## config.mk

```make
export PLATFORM = sky130hd
export DESIGN_NAME = register_file
export DESIGN_NICKNAME = d
export VERILOG_FILES = /design/src/rtl/rf_pkg.sv /design/src/rtl/rf_read_mux.sv /design/src/rtl/register_file.sv
export SDC_FILE = /design/constraint.sdc
export NUM_CORES = 1
export LEC_CHECK = 0
export ABC_AREA = 0
export ABC_CLOCK_PERIOD_IN_PS = 2000
export BUFFER_PORTS_ARGS = -buffer_cell sky130_fd_sc_hd__clkbuf_2
export CAP_MARGIN = 0
export CORE_ASPECT_RATIO = 0.75
export CORE_MARGIN = 1
export CORE_UTILIZATION = 30
export CTS_CLUSTER_DIAMETER = 100
export DETAILED_ROUTE_END_ITERATION = 10
export PLACE_DENSITY = 0.48
export SETUP_SLACK_MARGIN = 0.02
export SYNTH_ARGS = -nofsm -noshare
export SYNTH_HDL_FRONTEND = slang
export SYNTH_SLANG_ARGS = --single-unit
```

## constraint.sdc

```tcl
create_clock -name I_clk -period 2 [get_ports I_clk]
set_input_delay 0.4 -clock I_clk [delete_from_list [all_inputs] [get_ports I_clk]]
set_output_delay 0.4 -clock I_clk [all_outputs]
set_load 0.02 [all_outputs]
```

## src/rtl/rf_pkg.sv

```systemverilog
// Shared definitions for the register file.
//   DATA_W    - register and data-port width
//   ADDR_W    - register select width
//   NREGS     - number of registers (always 2**ADDR_W)
//   reg_idx_t - register index type
package rf_pkg;
    localparam int DATA_W = 16;
    localparam int ADDR_W = 3;
    localparam int NREGS  = 2 ** ADDR_W;

    typedef logic [ADDR_W-1:0] reg_idx_t;
endpackage

```

## src/rtl/rf_read_mux.sv

```systemverilog
// Combinational read multiplexer: selects one register out of the flattened
// register array. It has no state; the caller registers the result.
// Ports:
//   I_regs - all registers, entry i at I_regs[i]
//   I_sel  - register index
//   O_data - selected register contents
module rf_read_mux #(
    parameter int DATA_W = rf_pkg::DATA_W,
    parameter int ADDR_W = rf_pkg::ADDR_W,
    parameter int NREGS  = rf_pkg::NREGS
) (
    input  logic [NREGS-1:0][DATA_W-1:0] I_regs,
    input  logic [ADDR_W-1:0]            I_sel,
    output logic [DATA_W-1:0]            O_data
);
    // ADDR_W and NREGS are tied together (NREGS == 2**ADDR_W), so every
    // select value names a real register.
    assign O_data = I_regs[I_sel];
endmodule

```

## src/rtl/register_file.sv

```systemverilog
// 8 x 16 general-purpose register file with two registered read ports (A, B)
// and one write port (D), all gated by a pipeline-stage enable.
// Ports:
//   I_clk   - clock; all state changes on the rising edge
//   I_rst   - synchronous active-high reset; clears registers and outputs
//   I_en    - stage enable; when low, nothing changes
//   I_we    - write enable, qualified by I_en
//   I_selA  - read port A index
//   I_selB  - read port B index
//   I_selD  - write port index
//   I_dataD - write data
//   O_dataA - registered read data, port A
//   O_dataB - registered read data, port B
// Reads sample the pre-edge register contents. A read that collides with a
// write to the same index returns the old value; there is no bypass.
module register_file #(
    parameter int DATA_W = rf_pkg::DATA_W,
    parameter int ADDR_W = rf_pkg::ADDR_W,
    parameter int NREGS  = rf_pkg::NREGS
) (
    input  logic              I_clk,
    input  logic              I_rst,
    input  logic              I_en,
    input  logic              I_we,
    input  logic [ADDR_W-1:0] I_selA,
    input  logic [ADDR_W-1:0] I_selB,
    input  logic [ADDR_W-1:0] I_selD,
    input  logic [DATA_W-1:0] I_dataD,
    output logic [DATA_W-1:0] O_dataA,
    output logic [DATA_W-1:0] O_dataB
);
    localparam int NPORTS = 2;

    logic [NREGS-1:0][DATA_W-1:0] regs_q;
    logic [NREGS-1:0][DATA_W-1:0] regs_d;

    logic [DATA_W-1:0] data_a_q, data_a_d;
    logic [DATA_W-1:0] data_b_q, data_b_d;

    logic              write_go;
    logic [ADDR_W-1:0] rd_sel  [NPORTS];
    logic [DATA_W-1:0] rd_data [NPORTS];

    assign write_go = I_en & I_we;

    // Per-register write decode: only the addressed entry takes new data.
    genvar gi;
    generate
        for (gi = 0; gi < NREGS; gi++) begin : g_wr
            assign regs_d[gi] = (write_go && (I_selD == ADDR_W'(gi)))
                              ? I_dataD : regs_q[gi];
        end
    endgenerate

    assign rd_sel[0] = I_selA;
    assign rd_sel[1] = I_selB;

    // Read muxes look at regs_q (pre-edge contents), which is what gives
    // old-value-on-collision behaviour without any extra logic.
    generate
        for (gi = 0; gi < NPORTS; gi++) begin : g_rd
            rf_read_mux #(
                .DATA_W (DATA_W),
                .ADDR_W (ADDR_W),
                .NREGS  (NREGS)
            ) u_rd_mux (
                .I_regs (regs_q),
                .I_sel  (rd_sel[gi]),
                .O_data (rd_data[gi])
            );
        end
    endgenerate

    always_comb begin
        data_a_d = data_a_q;
        data_b_d = data_b_q;
        if (I_en) begin
            data_a_d = rd_data[0];
            data_b_d = rd_data[1];
        end
    end

    always_ff @(posedge I_clk) begin
        if (I_rst) begin
            regs_q   <= '0;
            data_a_q <= '0;
            data_b_q <= '0;
        end else begin
            regs_q   <= regs_d;
            data_a_q <= data_a_d;
            data_b_q <= data_b_d;
        end
    end

    assign O_dataA = data_a_q;
    assign O_dataB = data_b_q;
endmodule

```

Word level (Yosys, flattened, before mapping)
Index checks and enable logic that the tools add are counted.
{"block": "classes", "n_eq_ne": 7, "order_cmp": 2, "reduce_logical": 9, "n_mux": 4, "n_bitwise": 1}
{"op": "$bmux 16 s3", "n": 2}
{"op": "$mux 16", "n": 2}
{"op": "$eq 3x3->1 const B", "n": 4}
{"op": "$logic_and 1x1->1", "n": 8}
{"op": "$lt 3x4->1 const B", "n": 2}
{"op": "$eq 3x2->1 const B", "n": 2}
{"op": "$eq 3x1->1 const B", "n": 1}
{"op": "$logic_not 3->1", "n": 1}
{"op": "$and 1x1->1", "n": 1}
{"block": "word_totals", "elab_cells": 33, "regBits": 160, "input_bits": 29, "output_inout_bits": 32}

Depth between registers and ports, before layout
{"block": "depth", "word_depth": 2, "mapped_depth": 7}

By module
A second synthesis with hierarchy kept.
{"block": "unflattened", "hier_cells": 675, "hier_area_um2": 8353.0}
{"mod": "register_file", "seq_area_each_um2": 3203.1, "area_per_inst_um2": 6211.0, "instances": 1, "cells_each": 561}
{"mod": "rf_read_mux", "seq_area_each_um2": 0.0, "area_per_inst_um2": 1071.0, "instances": 2, "cells_each": 57}

Worst setup path before layout
Ideal clock, no wire load.
{"block": "synth_timing", "path_kind": "input-to-reg", "start": "input I_selD[2]", "end": "register regs_q[10] in the netlist's numbering", "t_required_ps": 1868, "stages": 6, "n_path_buf": 2, "slack_ps": 426, "t_arrival_ps": 1442, "setup_ps": 132, "path_cell_list": "nand3b_1 -> or3_1 -> clkbuf_1 -> buf_2 -> nand2_1 -> a21oi_1"}
{"block": "synth_via", "elab_chain_len": 2}
{"item": "start, declared", "line": "register_file.sv:27", "rtl": "input logic [ADDR_W-1:0] I_selD,"}
{"item": "$logic_not 3->1", "line": "register_file.sv:50", "rtl": "assign regs_d[gi] = (write_go && (I_selD == ADDR_W'(gi)))"}
{"item": "$logic_and 1x1->1", "line": "register_file.sv:50"}
{"item": "end signal, assigned", "line": "register_file.sv:89", "rtl": "regs_q <= regs_d;"}
{"item": "end, declared", "line": "register_file.sv:34", "rtl": "logic [NREGS-1:0][DATA_W-1:0] regs_q;"}
No other way between the ends.
A chain may end at the register's enable or synchronous reset.

Worst setup path in the final report
{"block": "layout_timing", "start": "input I_selB[1]", "end": "register data_b_q[0], in the netlist O_dataB[0]"}
{"block": "layout_via", "elab_chain_len": 2}
{"item": "start, declared", "line": "register_file.sv:26", "rtl": "input logic [ADDR_W-1:0] I_selB,"}
{"item": "$bmux 16 s3", "line": "rf_read_mux.sv:18", "rtl": "assign O_data = I_regs[I_sel];"}
{"item": "$mux 16 (implied by the code)", "line": "rf_read_mux.sv:18"}
{"item": "end signal, assigned", "line": "register_file.sv:91", "rtl": "data_b_q <= data_b_d;"}
{"item": "end, declared", "line": "register_file.sv:38", "rtl": "logic [DATA_W-1:0] data_b_q, data_b_d;"}
No other way between the ends. The select of a mux whose other input is x is not followed.

==> results.md <==
* Status: completed
* Cts bufs inserted at 17
* R2R Path Start: regs_q[38]
* P_int at ~5.5 mW
* Final Max Slew Viols at 0
* Combinational power share at approximately an eighth
* Post-CTS setup buffers at 0
* FF+latch area at 0.00320 mm2
* Area of the core at between 0.02 and 0.03 mm2
* Clock transition at path regs at 60 ps
* Initial Util at 30.7%
* Routed vias at slightly above 7000
* Initial antenna violation count at 0
* Post-detail-place hpwl at 19100 um
* Final hold viol count at 0
* Worst IR Drop VDD at 0.555 mV
* Switching pwr at 2.03 mW
* Fill cells at 2695
* Synth cell types at 28
* Synth Warn # at 0
* Max-cap viol count at 0
* CP peak stage delay at 630 ps
* CP Launch Point: I_selB[1]
* Root Buffer: clkbuf_16
* Layout cells sized above 1 at 25.1%
* CP endpoint kind: flop
* Mapped Cells at slightly above 900
* Yosys top cell by area: dfxtp_1
* Crit path max-delay family: simple AND/OR/NAND/NOR gates
* Via density at about 5.3
* Routed Antenna Nets at 0
* Synth top area cells: dfxtp_1 (40%), nand2_1 (9.9%), mux2_2 (9.0%), a21oi_1 (8.0%), mux2i_1 (8.0%)
* Die ar. at around 0.027 mm2
* Highest net fanout along the worst path at 10
* Residual DRC at 0
* CP required at 2280 ps
* Die Width at ~190 um
* Pre-CTS WS at 66.7 ps
* CP Cell Sequence: clkbuf_2, nor2b_1, buf_4, a22oi_1, o221ai_1, a211oi_1
* DR pass1 iterations at 6
* Tcrit/Tclk final at about three quarters
* Largest net degree at the start of global routing at 47
* CTS Buffer Depth at 2
* Net Sw Frac at a little over a quarter
* GPL Wtd Cong at 0.788
* Area growth from synthesis to layout at 16.3%
* Sequential share of power at 44.1%
* Height of the die at 143 um
* Nets@finish at 995
* I/O Pins at 61
* H-tree depth at 4
* Buf/Inv on CP at 2
* TNS Setup at 0 ps
* Minimum clock period at roughly 1500 ps
* DRT iter0 DRCs at 570
* Static Leak at between 3 and 4 nW
* Worst setup SP type: input pin
* Type of the most critical hold path: in -> reg
* WS Path Type: in -> reg
* Synth Register Bits at 160
* Worst slew margin at 48.0%
* Final setup vio count at 0
* Grt total ovfl at 0
* Critical Path AT at 1790 ps
* Multi-input gate area at 0.00419 mm2
* Vias in the first global route at 6874
* Clk sink count at 160
* Overall Global Routing Usage at 22.1%
* Pwr per Cell Area at 810 mW/mm2
* Wire per inst at 22.1 um
* Post-layout total power at roughly 7.5 mW
* Area of the mapped netlist at 0.00800 mm2
* Slowest cell on crit path: nor2b_1
* Max frequency at about 660 MHz
* First-pass GRT wire length at 44300 um
* Sequential area share after synthesis at 40.0%
* Least-Margin Pin Slew at 779 ps
* Syn avg cell area at 8.69 um2
* WL final at 29300 um
* Clock skew at 7.29 ps
* # diodes at 0
* RSZ-0062 raised after global routing: no
* CTS Hold Bufs at 0
* Final Worst Setup Slack at 492 ps
* Clock power frac at 43.9%
* Resize count post-CTS at 0
* TritonCTS clock tree: done
* Post-synth net total at 950
* Worst-skew pair later-pin latency at 440 ps
* Area fraction of the dominant cell type after synthesis at 40.0%
* Min-delay src: I_dataD[4]
* IO buf count at 60
* Row count at a little over 50
## synth_stat cells
master,count
a22oi_1,8
nand2b_1,6
a221o_1,24
nor2_2,4
nand3b_1,1
buf_12,7
o21ai_0,48
nor2_4,2
mux2_2,64
a211oi_1,10
nand3_1,2
a211oi_2,22
buf_6,5
buf_8,2
or3_1,2
clkbuf_1,47
a21oi_1,128
nor2b_1,2
nor3_2,2
o221ai_1,8
nand2_1,211
o22ai_1,24
buf_4,18
mux2i_1,64
and3_1,1
dfxtp_1,160
buf_2,15
nor2_1,34
## kinds of logic (layout without fill, tap and decap cells)
logic type / count (synthesis) / count (layout) / share of synthesized area [%]
flip-flops: 160 / 160 / 40.0
buffers and inverters: 94 / 151 / 7.66
multiplexers: 128 / 128 / 17.0
AND/OR/NAND/NOR: 267 / 267 / 13.4
AO/OA/AOI/OAI: 272 / 272 / 21.9
## metal layers
metal,vias to the layer above,share of wire (%),global-route usage (%)
met2,236,43,32.7
li1,3341,-,-
met3,43,6.2,3.74
met4,0,2.4,8.38
met1,3426,48,31.7
met5,-,0,0
## flip-flops by register name, indices dropped and copies added (netlist names)
| register | count |
|---|---|
| O_dataB | 16 |
| O_dataA | 16 |
| regs_q | 128 |
## through the flow
stage	cell area [um2]	hold WS (ps)	cells	util (%)
4_1_cts	9310	292	1322	35.7
5_1_grt	9310	309	1322	35.7
2_1_floorplan	8000	442	921	-
3_5_place_dp	8730	455	1291	33.4
6_report	9310	309	1322	35.7
3_3_place_gp	8730	453	1291	33.4
## cell usage in the layout (no fill, tap or decap), types with 8 or more instances in the layout
cell and instances:
clkbuf_16 17, nand2_1 211, o221ai_1 8, a21oi_1 128, buf_4 51, dfxtp_1 160
a211oi_1 10, mux2i_1 64, clkbuf_2 57, o22ai_1 24, a211oi_2 22, o21ai_0 48
buf_12 12, mux2_2 64, a221o_1 24, nor2_1 34, a22oi_1 8
## power groups by stage
stage	clock network, mW	logic (mW)	registers [mW]
4_1_cts	3.36	0.896	3.33
3_3_place_gp	0	0.891	3.40
5_1_grt	3.51	0.955	3.33
2_1_floorplan	0	0.543	3.43
6_report	3.31	0.902	3.33
3_5_place_dp	0	0.892	3.40
## layout make-up
class	instances	area share, %
Multi-Input combinational cell	667	45.0
Sequential cell	160	34.4
Timing Repair Buffer	120	9.76
Clock buffer	20	5.01
Tap cell	344	4.62
Clock inverter	11	1.22
## path summary, 6_finish.rpt
| path | end | slack (ps) | depth (start not counted) |
|---|---|---|---|
| worst min register to register | regs_q[105] | 470 | 2 |
| worst max-delay path | O_dataB[0] | 490 | 6 |
| worst min-delay path | regs_q[4] | 310 | 3 |
| worst max register to register | O_dataB[6] | 740 | 4 |
## worst reg2reg max path, cell delays in order, from the launching register on
cell      delay, ps
dfxtp_1         360
mux2i_1          90
a22oi_1         260
o221ai_1        220
a211oi_1        250
Power figures use the tool's default switching activity.
